[config.mk]
export PLATFORM = sky130hd
export DESIGN_NAME = pwm_multi_gen_flat
export DESIGN_NICKNAME = d
export VERILOG_FILES = /design/src/rtl/pwm_multi_gen_if.sv /design/src/rtl/pwm_multi_gen.sv /design/src/flat_wrapper.sv
export SDC_FILE = /design/constraint.sdc
export NUM_CORES = 1
export LEC_CHECK = 0
export CAP_MARGIN = 20
export CORE_MARGIN = 2
export CORE_UTILIZATION = 50
export CTS_BUF_LIST = sky130_fd_sc_hd__clkbuf_4 sky130_fd_sc_hd__clkbuf_8 sky130_fd_sc_hd__clkbuf_16
export DETAILED_ROUTE_END_ITERATION = 12
export PLACE_DENSITY = 0.71
export SYNTH_ARGS = -nofsm -noshare
export SYNTH_HDL_FRONTEND = slang
export SYNTH_SLANG_ARGS = --single-unit
[constraint.sdc]
create_clock -name clk -period 5.3 [get_ports clk]
set_input_delay 1.06 -clock clk [delete_from_list [all_inputs] [get_ports clk]]
set_output_delay 1.06 -clock clk [all_outputs]
set_load 0.02 [all_outputs]
[src/rtl/pwm_multi_gen_if.sv]
// Purpose : bundles the PWM generator's run controls, duty-load strobe and outputs.
// Latency : n/a (signal grouping only).
// Backpressure: none. duty_vld is a one-cycle strobe that is always accepted.
// Ports (master = controller side, slave = generator side):
//   en, center_mode, duty[NUM_CH*WIDTH], duty_vld     master -> slave
//   PWM_sig[NUM_CH], PWM_synch, OVR_I_blank_n, upd_pend  slave -> master
interface pwm_multi_gen_if #(
    parameter int WIDTH  = 11,
    parameter int NUM_CH = 3
);
    logic                      en;
    logic                      center_mode;
    logic [NUM_CH*WIDTH-1:0]   duty;
    logic                      duty_vld;
    logic [NUM_CH-1:0]         PWM_sig;
    logic                      PWM_synch;
    logic                      OVR_I_blank_n;
    logic                      upd_pend;

    modport master (
        output en, center_mode, duty, duty_vld,
        input  PWM_sig, PWM_synch, OVR_I_blank_n, upd_pend
    );

    modport slave (
        input  en, center_mode, duty, duty_vld,
        output PWM_sig, PWM_synch, OVR_I_blank_n, upd_pend
    );
endinterface

[src/rtl/pwm_multi_gen.sv]
// Purpose : multi-channel PWM with a shared edge/center-aligned counter, double-buffered duties,
//           a period sync pulse and an over-current blanking window after every output edge.
// Latency : PWM_sig lags the counter by 1 cycle. New duty/mode takes effect at the next period boundary.
// Backpressure: none. duty_vld is always accepted, and the last write before a boundary wins.
// Ports: clk, rst_n (async active-low), bus (pwm_multi_gen_if.slave):
//   en, center_mode, duty, duty_vld in; PWM_sig, PWM_synch, OVR_I_blank_n, upd_pend out.
module pwm_multi_gen #(
    parameter int WIDTH     = 11,
    parameter int NUM_CH    = 3,
    parameter int BLANK_CYC = 256
) (
    input  logic              clk,
    input  logic              rst_n,
    pwm_multi_gen_if.slave    bus
);
    localparam logic [WIDTH-1:0] CNT_MAX  = '1;
    localparam logic [WIDTH-1:0] CNT_ONE  = WIDTH'(1);
    localparam int               BW       = $clog2(BLANK_CYC + 1);
    localparam logic [BW-1:0]    BLANK_LD = BW'(BLANK_CYC);

    logic [WIDTH-1:0]  cnt;
    logic              dir_dn;      // 1 = counting down (center mode, second half)
    logic              mode_act;    // 1 = center-aligned for the current period
    logic [WIDTH-1:0]  shadow [NUM_CH];
    logic [WIDTH-1:0]  active [NUM_CH];
    logic [NUM_CH-1:0] pwm_q;
    logic [NUM_CH-1:0] pwm_nxt;
    logic              upd_q;
    logic [BW-1:0]     blk_cnt;
    logic              boundary;

    // The boundary is the cycle whose clock edge reloads cnt to 0. It doubles as the sync pulse.
    always_comb begin
        boundary = bus.en && (mode_act ? (dir_dn && (cnt == CNT_ONE)) : (cnt == CNT_MAX));
    end

    always_comb begin
        pwm_nxt = '0;
        for (int i = 0; i < NUM_CH; i++) begin
            pwm_nxt[i] = bus.en && (cnt < active[i]);
        end
    end

    always_ff @(posedge clk or negedge rst_n) begin
        if (!rst_n) begin
            cnt      <= '0;
            dir_dn   <= 1'b0;
            mode_act <= 1'b0;
            upd_q    <= 1'b0;
            pwm_q    <= '0;
            blk_cnt  <= BLANK_LD;
            for (int i = 0; i < NUM_CH; i++) begin
                shadow[i] <= '0;
                active[i] <= '0;
            end
        end else begin
            if (bus.duty_vld) begin
                for (int i = 0; i < NUM_CH; i++) begin
                    shadow[i] <= bus.duty[i*WIDTH +: WIDTH];
                end
            end

            if (!bus.en || boundary) begin
                // The active set always takes the shadow value from before this edge. A duty_vld
                // arriving on the same edge stays pending until the following boundary.
                cnt      <= '0;
                dir_dn   <= 1'b0;
                mode_act <= bus.center_mode;
                upd_q    <= bus.duty_vld;
                for (int i = 0; i < NUM_CH; i++) begin
                    active[i] <= shadow[i];
                end
            end else begin
                if (bus.duty_vld) begin
                    upd_q <= 1'b1;
                end
                if (mode_act && dir_dn) begin
                    cnt <= cnt - 1'b1;
                end else if (mode_act && (cnt == CNT_MAX)) begin
                    cnt    <= cnt - 1'b1;
                    dir_dn <= 1'b1;
                end else begin
                    cnt <= cnt + 1'b1;
                end
            end

            pwm_q <= pwm_nxt;

            // Any edge on any channel restarts the blanking window. Otherwise the counter drains to 0.
            if (pwm_nxt != pwm_q) begin
                blk_cnt <= BLANK_LD;
            end else if (blk_cnt != '0) begin
                blk_cnt <= blk_cnt - 1'b1;
            end
        end
    end

    assign bus.PWM_sig       = pwm_q;
    assign bus.PWM_synch     = boundary;
    assign bus.OVR_I_blank_n = (blk_cnt == '0);
    assign bus.upd_pend      = upd_q;
endmodule

[src/flat_wrapper.sv]
// flat-port wrapper written by rule: the top's interface ports become plain ports
module pwm_multi_gen_flat 
#(
    parameter int WIDTH     = 11,
    parameter int NUM_CH    = 3,
    parameter int BLANK_CYC = 256
)
  (clk, rst_n, bus_en, bus_center_mode, bus_duty, bus_duty_vld, bus_PWM_sig, bus_PWM_synch, bus_OVR_I_blank_n, bus_upd_pend);
  pwm_multi_gen_if #(.WIDTH(WIDTH), .NUM_CH(NUM_CH)) bus_i ();
  input  logic clk;
  input  logic rst_n;
  input wire logic [$bits(bus_i.en)-1:0] bus_en;
  input wire logic [$bits(bus_i.center_mode)-1:0] bus_center_mode;
  input wire logic [$bits(bus_i.duty)-1:0] bus_duty;
  input wire logic [$bits(bus_i.duty_vld)-1:0] bus_duty_vld;
  output wire logic [$bits(bus_i.PWM_sig)-1:0] bus_PWM_sig;
  output wire logic [$bits(bus_i.PWM_synch)-1:0] bus_PWM_synch;
  output wire logic [$bits(bus_i.OVR_I_blank_n)-1:0] bus_OVR_I_blank_n;
  output wire logic [$bits(bus_i.upd_pend)-1:0] bus_upd_pend;
  assign bus_i.en = bus_en;
  assign bus_i.center_mode = bus_center_mode;
  assign bus_i.duty = bus_duty;
  assign bus_i.duty_vld = bus_duty_vld;
  assign bus_PWM_sig = bus_i.PWM_sig;
  assign bus_PWM_synch = bus_i.PWM_synch;
  assign bus_OVR_I_blank_n = bus_i.OVR_I_blank_n;
  assign bus_upd_pend = bus_i.upd_pend;
  pwm_multi_gen #(.WIDTH(WIDTH), .NUM_CH(NUM_CH), .BLANK_CYC(BLANK_CYC)) u_core (.clk(clk), .rst_n(rst_n), .bus(bus_i));
endmodule
==> summary.txt, run 1 <==
Layout
  • Fraction of layout cells with a size suffix above 1: 15.8%
  • Net count of the finished layout: 517
  • Final Core Density: 58.9%
  • Number of diodes added for antenna fixing: 0
  • Area grow syn2layout: 13.8%
  • Fillers: 806

Timing
  • Final setup fails: 0
  • Post-route clock skew: 6.65 ps
  • Count of pins over their slew limit: 0
  • Final hold vios: 0
  • Worst slew slack as a fraction of its limit: 54.9%
  • Final period demand of the worst path: 3770 ps
  • Slew of the pin with the lowest slew margin: 676 ps
  • Upper clock frequency limit: 0.266 GHz
  • Total negative setup slack: 0 ps
  • RSZ-0062 raised after global routing: false
  • Part of the cycle the worst path needs: 71.1%

Flow run
  • Count of maximum capacitance violations: 0

Yosys
  • Share of cell area taken by muxes after synthesis: 17.0%
  • Yosys warning total: 0
  • Sequential element share of the synthesized area: 48.0%
  • Fraction of the mapped netlist area in simple logic gates: 11.3%
  • Register bit count reported by yosys: 92
  • Complex-gate fraction of the synthesized area: 6.60%
  • Syn avg cell area: 11.9 sq um
  • Unique cell type count in the Yosys netlist: 52
  • Post-synthesis share of cell area spent on full adders, half adders and majority gates: 8.86%
  • Most repeated cell in the gate-level netlist after synthesis: sky130_fd_sc_hd__dfrtp_1
  • List of most frequent post-synthesis cells: 91 x sky130_fd_sc_hd__dfrtp_1, 41 x sky130_fd_sc_hd__mux2_2, 36 x sky130_fd_sc_hd__inv_1
  • Synth Net Count: 476
  • Synth top area cells: sky130_fd_sc_hd__dfrtp_1 47%, sky130_fd_sc_hd__mux2_2 9.6%, sky130_fd_sc_hd__ha_1 8.9%
  • Most common flop cell mapped by yosys: sky130_fd_sc_hd__dfrtp_1
  • Proportion of netlist area held by the largest area contributor: 47.4%
  • Main combinational cell family by area after synthesis: multiplexers
  • Combined area of all synthesized cells: 4800 sq um
  • Post-Synth XOR/XNOR Area: 2.55%
  • Largest area contributor in the synthesized netlist: sky130_fd_sc_hd__dfrtp_1
  • Post-synthesis instance total: 404
  • Fraction of registers with async set or reset after synthesis: 100%
  • Number of enable flip-flop cells after synthesis: 0

Critical path
  • Worst R2R Path Depth: 6
  • Endpoint of the worst register-to-register path: u_core.blk_cnt[8]$_DFFE_PN1P_
  • Required time of the worst setup path: 4240 ps
  • Critical path launch point type: flip-flop
  • Data arrival at the endpoint of the critical path: 2710 ps
  • CP Capture Type: primary output
  • Critical Path Fanout Max: 13
  • CP Class: reg -> out
  • Startpoint of the lowest-slack register-to-register path: u_core.cnt[2]$_DFF_PN0_
  • Flop-to-flop setup slack: 2810 ps

Pwr
  • Peak supply drop: 0.161 mV
  • Leakage power: 2.47 nW
  • Power per Cell Area: 289 nW/um^2

Route
  • Count of vias placed by the detailed router: 3132
  • Avg WL per Cell: 15.0 um
  • Number of DRC markers in iteration 0: 188
  • Number of nets still failing antenna checks after routing: 0
  • Final routed wirelength across all metal layers: 8650 um
  • Detailed-route vias per instance: 5.42
  • Router iterations before antenna repair: 4
  • DRC: 0

Clocking
  • Quantity of gates resized following cts: 0
  • Num CTS Buffers: 9
  • Clock tree root buffer cell: sky130_fd_sc_hd__clkbuf_8
  • TritonCTS clock tree: yes
  • Skew-Pair Late Insertion Delay: 350 ps
  • Setup fix buffers added after clock tree synthesis: 0
  • Clk buf depth: 2
  • Post-cts hold buffer count: 0
  • Depth of the CTS H-tree: 3
  • Clk slew on worst S/H paths: 90 ps
  • TritonCTS sink count: 92

Hold path
  • Hold wc startpoint: u_core.active[11]$_DFFE_PN0N_
  • Path category of the worst min-delay check: reg -> reg
  • Hold Path Sink: u_core.active[11]$_DFFE_PN0N_
  • Worst Hold Depth: 1

Global routing
  • Wire length of the first global-routing pass: 14600 um
  • Number of global-route vias before repair: 3192
  • Initial antenna violation count: 0
  • Tot GR Track Use: 18.1%
  • Largest net degree at the start of global routing: 55
  • Total gr overflow: 0

Die
  • Number of standard-cell rows in the floorplan: 35
  • Horiz. Die Dim: 102 um
  • Ports: 44
  • Starting utilization of the core area: 51.7%
  • Height of the die: 102 um
  • Core area: 9280 sq um
  • Die outline area: 10400 sq um

Run status
  • Run status: completed

Place
  • Gp weighted congestion: 0.880
  • Buffers on Ports: 43
  • Post-detail-place hpwl: 6230 um
==> layout make-up <==
type	count	area (sq um)	area share (%)
clock buffers	10	138	2.52
clock inverters	5	61.3	1.12
inverters	36	135	2.47
multi-input cells	261	2220	40.7
flip-flops and latches	92	2300	42.2
well taps	129	161	2.95
repair buffers	45	443	8.11
==> placed cells by master (no fill, tap or decap), drive strengths merged, types with 3 or more instances in the layout <==
| master | instances |
|---|---|
| ha | 34 |
| dfrtp | 91 |
| mux2i | 5 |
| nand3 | 7 |
| nor2 | 17 |
| xnor2 | 6 |
| a221oi | 4 |
| mux2 | 68 |
| clkbuf | 10 |
| a211oi | 3 |
| nor3 | 7 |
| xor2 | 8 |
| nor2b | 9 |
| nor4 | 12 |
| clkinvlp | 3 |
| clkdlybuf4s50 | 42 |
| nand4 | 7 |
| a21oi | 13 |
| nand2 | 19 |
| o21ai | 14 |
| inv | 37 |
| or4 | 4 |
| buf | 3 |
| and4 | 5 |
==> critical path, stage by stage (launching register included) <==
cell,delay (ps)
sky130_fd_sc_hd__dfrtp_1,610
sky130_fd_sc_hd__and4_1,450
sky130_fd_sc_hd__nand2_1,150
sky130_fd_sc_hd__o31a_2,410
sky130_fd_sc_hd__nor2b_1,120
sky130_fd_sc_hd__clkdlybuf4s50_1,610
==> where the power goes <==
| group | internal [mW] | switching, mW | total (mW) |
|---|---|---|---|
| sequential | 0.776 | 0.0468 | 0.823 |
| combinational | 0.140 | 0.142 | 0.282 |
| clock | 0.230 | 0.245 | 0.475 |
| total | 1.15 | 0.434 | 1.58 |
==> worst max path at each step <==
stage	slack (ps)	depth (start not counted)	start	end
floorplan	2620	6	u_core.cnt[4]$_DFF_PN0_	bus_PWM_synch
detailed placement	1710	3	bus_en	bus_PWM_synch
CTS	1540	5	u_core.cnt[4]$_DFF_PN0_	bus_PWM_synch
global placement	1730	3	bus_en	bus_PWM_synch
finish	1530	5	u_core.cnt[4]$_DFF_PN0_	bus_PWM_synch
global route	1430	5	u_core.cnt[4]$_DFF_PN0_	bus_PWM_synch
==> cells by family after synthesis <==
group / after synthesis
buffers and inverters: 51
AND/OR/NAND/NOR: 96
multiplexers: 73
flip-flops: 92
XOR/XNOR: 14
adder cells (fa/ha/maj): 34
AO/OA/AOI/OAI: 44
==> per-stage QoR <==
step	hold WS (ps)	worst slack [ps]	total power, mW	area, sq um	std cells
CTS	490	1540	1.59	5460	578
global route	507	1430	1.66	5460	578
detailed placement	468	1710	1.12	5270	563
floorplan	450	2620	1.02	4800	404
finish	486	1530	1.58	5460	578
global placement	467	1730	1.10	5270	563
==> routing by layer <==
metal | vias up | share of wire [%] | global-route usage, %
met1 | 1531 | 46 | 23.1
met5 | - | 0 | 0
met3 | 17 | 2.9 | 2.80
met4 | 0 | 2.6 | 9.03
met2 | 62 | 48 | 30.1
li1 | 1522 | - | -
==> registers in the layout, summed over array words and instances (netlist names) <==
name                 flops
u_core.shadow           33
u_core.dir_dn            1
u_core.blk_cnt           9
u_core.active           33
u_core.bus.upd_pend      1
u_core.mode_act          1
u_core.bus.PWM_sig       3
u_core.cnt              11
No activity file was read; power rests on OpenSTA's default activity.
==> inputs of run 2 (changes only) <==
- PLACE_DENSITY: 0.71 -> 0.74
- clock period: 5.3 -> 3.3 ns (I/O delays scaled with it)
==> run 2 against run 1 <==
Effect of this change: via count up 0.96%; worst hold slack lost 220 ps; highest routed layer unchanged; worst setup slack got worse by 1200 ps; clock skew is 5.4 ps higher; die area unchanged; final area increased by 1.6%; critical endpoint is now bus_OVR_I_blank_n.
==> summary.txt, run 2 (synthesis results as in run 1) <==
Route
  • Router iterations before antenna repair: 4 (unchanged)
  • DRC: 0 (unchanged)
  • Number of DRC markers in iteration 0: 133 (-29%)
  • Count of vias placed by the detailed router: 3162 (+0.96%)
  • Met1 WL: 4360 um (+8.4%)
  • Number of nets still failing antenna checks after routing: 0 (unchanged)
  • Final routed wirelength across all metal layers: 9160 um (+5.8%)
  • Met2 layer wire length in the routed design: 4410 um (+6.2%)
  • Uppermost signal routing layer after detailed routing: met4
  • Total met3 wirelength after detailed routing: 275 um (+8.3%)
  • Avg WL per Cell: 15.7 um (+5.1%)
  • Detailed-route vias per instance: 5.43 (+0.26%)

Layout
  • Area taken by multi-input logic gates: 2230 sq um (+0.28%)
  • Area grow syn2layout: 15.6%
  • Final Core Density: 59.8% (+0.93 points)
  • Fillers: 796 (-1.2%)
  • Register area: 2310 sq um (+0.11%)
  • Most frequent standard cell in the layout excluding fill and tap cells: sky130_fd_sc_hd__dfrtp_1
  • Number of diodes added for antenna fixing: 0 (unchanged)
  • Fraction of layout cells with a size suffix above 1: 17.2% (+1.4 points)
  • Most used cells in the layout excluding fill and tap cells: 89 x sky130_fd_sc_hd__dfrtp_1, 41 x sky130_fd_sc_hd__mux2_2, 41 x sky130_fd_sc_hd__clkdlybuf4s50_1, 36 x sky130_fd_sc_hd__inv_1, 34 x sky130_fd_sc_hd__ha_1
  • Regs by FF count: u_core.active: 33 flops, u_core.shadow: 33 flops, u_core.cnt: 11 flops
  • Net count of the finished layout: 520 (+0.58%)
  • Layout Cell Area excl Fill: 5550 sq um (+1.6%)
  • Final non-filler cell total: 582 (+0.69%)

Clocking
  • TritonCTS sink count: 92 (unchanged)
  • Clock tree root buffer cell: sky130_fd_sc_hd__clkbuf_8
  • Skew-Pair Late Insertion Delay: 370 ps (+20 ps)
  • Depth of the CTS H-tree: 3 (unchanged)
  • Setup fix buffers added after clock tree synthesis: 0 (unchanged)
  • TritonCTS clock tree: yes
  • Clk buf depth: 2 (unchanged)
  • Post-cts hold buffer count: 0 (unchanged)
  • Num CTS Buffers: 9 (unchanged)
  • Clk slew on worst S/H paths: 90 ps (about the same)

Global routing
  • Wire length of the first global-routing pass: 15600 um (+6.5%)
  • Total gr overflow: 0 (unchanged)
  • Initial antenna violation count: 0 (unchanged)
  • Tot GR Track Use: 19.6% (+1.5 points)
  • Largest net degree at the start of global routing: 47 (-15%)
  • Number of global-route vias before repair: 3224 (+1.0%)

Critical path
  • Worst path cell trace: nor4_1 -> nand3_1 -> inv_1 -> clkdlybuf4s50_1
  • Critical Path Fanout Max: 5 (-8)
  • Max incr delay on CP: 620 ps (about the same)
  • CP Capture Type: primary output
  • Required time of the worst setup path: 2640 ps (-1600 ps)
  • Critical path launch point type: flip-flop
  • CP Class: reg -> out
  • Buf+Inv Stages, Crit Path: 2 (+1)
  • Data arrival at the endpoint of the critical path: 2290 ps (-420 ps)
  • Cell class contributing the biggest share of worst-path delay: buffers and inverters
  • Cell with the largest stage delay on the worst path: sky130_fd_sc_hd__clkdlybuf4s50_1

Timing
  • Slew of the pin with the lowest slew margin: 633 ps (-42.8 ps)
  • Part of the cycle the worst path needs: 89.5%
  • WHS: 267 ps (-219 ps)
  • RSZ-0062 raised after global routing: false
  • Upper clock frequency limit: 0.339 GHz
  • Post-route clock skew: 12.1 ps (+5.43 ps)
  • Final period demand of the worst path: 2950 ps
  • Total negative setup slack: 0 ps (unchanged)
  • Count of pins over their slew limit: 0 (unchanged)
  • Final setup fails: 0 (unchanged)
  • Final hold vios: 0 (unchanged)
  • Worst slew slack as a fraction of its limit: 57.7% (+2.7 points)

Place
  • Number of placed cells counting well taps: 566 (+0.53%)
  • Buffers on Ports: 43 (unchanged)
  • Post-detail-place hpwl: 6630 um (+6.5%)
  • Gp weighted congestion: 0.881 (+0.12%)
  • Area after detailed placement: 5290 sq um (+0.43%)

Die
  • Starting utilization of the core area: 51.7% (unchanged)
  • Ports: 44 (unchanged)
  • Horiz. Die Dim: 102 um (unchanged)
  • Height of the die: 102 um (unchanged)
  • Number of standard-cell rows in the floorplan: 35 (unchanged)
  • Die outline area: 10400 sq um (unchanged)
  • Core area: 9280 sq um (unchanged)

Flow run
  • Count of maximum capacitance violations: 0 (unchanged)

Pwr
  • Peak supply drop: 0.279 mV (+73%)
  • Leakage power: 2.54 nW (+2.6%)
  • Power per Cell Area: 489 nW/um^2 (+69%)

Hold path
  • Path category of the worst min-delay check: in -> async

Run status
  • Run status: completed
[run 2: cell types whose count changed in the layout (fill, tap and decap cells not counted), moves of 2 or more]
cell	delta
sky130_fd_sc_hd__buf_4	+3
sky130_fd_sc_hd__bufinv_16	+2
sky130_fd_sc_hd__clkinvlp_4	-2
sky130_fd_sc_hd__dfrtp_1	-2
sky130_fd_sc_hd__dfrtp_2	+2
[run 2: path summary, 6_finish.rpt]
check	endpoint	from	cells past startpoint	slack, ps
worst min register to register	u_core.active[31]$_DFFE_PN0N_	u_core.active[31]$_DFFE_PN0N_	1	490
max in group asynchronous	u_core.blk_cnt[8]$_DFFE_PN1P_	rst_n	2	2220
worst max register to register	u_core.blk_cnt[8]$_DFFE_PN1P_	u_core.cnt[2]$_DFF_PN0_	6	720
worst max-delay path	bus_OVR_I_blank_n	u_core.blk_cnt[3]$_DFFE_PN0P_	4	350
worst min-delay path	u_core.shadow[10]$_DFFE_PN0P_	rst_n	1	270
min in group clk	u_core.active[31]$_DFFE_PN0N_	u_core.active[31]$_DFFE_PN0N_	1	490
[run 2: worst register-to-register path, cell delays in order, from the launching register on]
cell	delay (ps)
sky130_fd_sc_hd__dfrtp_1	620
sky130_fd_sc_hd__ha_1	330
sky130_fd_sc_hd__a21oi_1	130
sky130_fd_sc_hd__o21ai_0	190
sky130_fd_sc_hd__a221oi_2	400
sky130_fd_sc_hd__xor2_1	270
sky130_fd_sc_hd__or4b_1	560
[run 2: power by group]
group	internal, mW	total (mW)	switching (mW)
clock network	0.535	0.936	0.401
logic	0.225	0.453	0.227
registers	1.25	1.32	0.0784
[run 2: timing repair]
item	in CTS	in global routing
resized for setup	0	4
setup endpoints to repair	0	1
hold endpoints to repair	0	0
[run 2: final cells by class]
| class | count | area share [%] |
|---|---|---|
| Inverter | 36 | 2.43 |
| Clock buffer | 11 | 2.61 |
| Tap cell | 129 | 2.91 |
| Clock inverter | 5 | 1.92 |
| Sequential cell | 92 | 41.5 |
| Multi-Input combinational cell | 261 | 40.1 |
| Timing Repair Buffer | 48 | 8.43 |
[run 2: per-layer routing]
layer / global-route usage, % / vias to the layer above
met2: 31.2 / 54
met5: 0 / -
li1: - / 1532
met1: 26.7 / 1567
met3: 4.51 / 9
met4: 6.36 / 0
[run 2: per-stage QoR]
stage	power (mW)	setup WS, ps
detailed placement	1.80	510
CTS	2.74	92.8
finish	2.71	348
global route	2.86	93.8
floorplan	1.63	1020
global placement	1.77	503
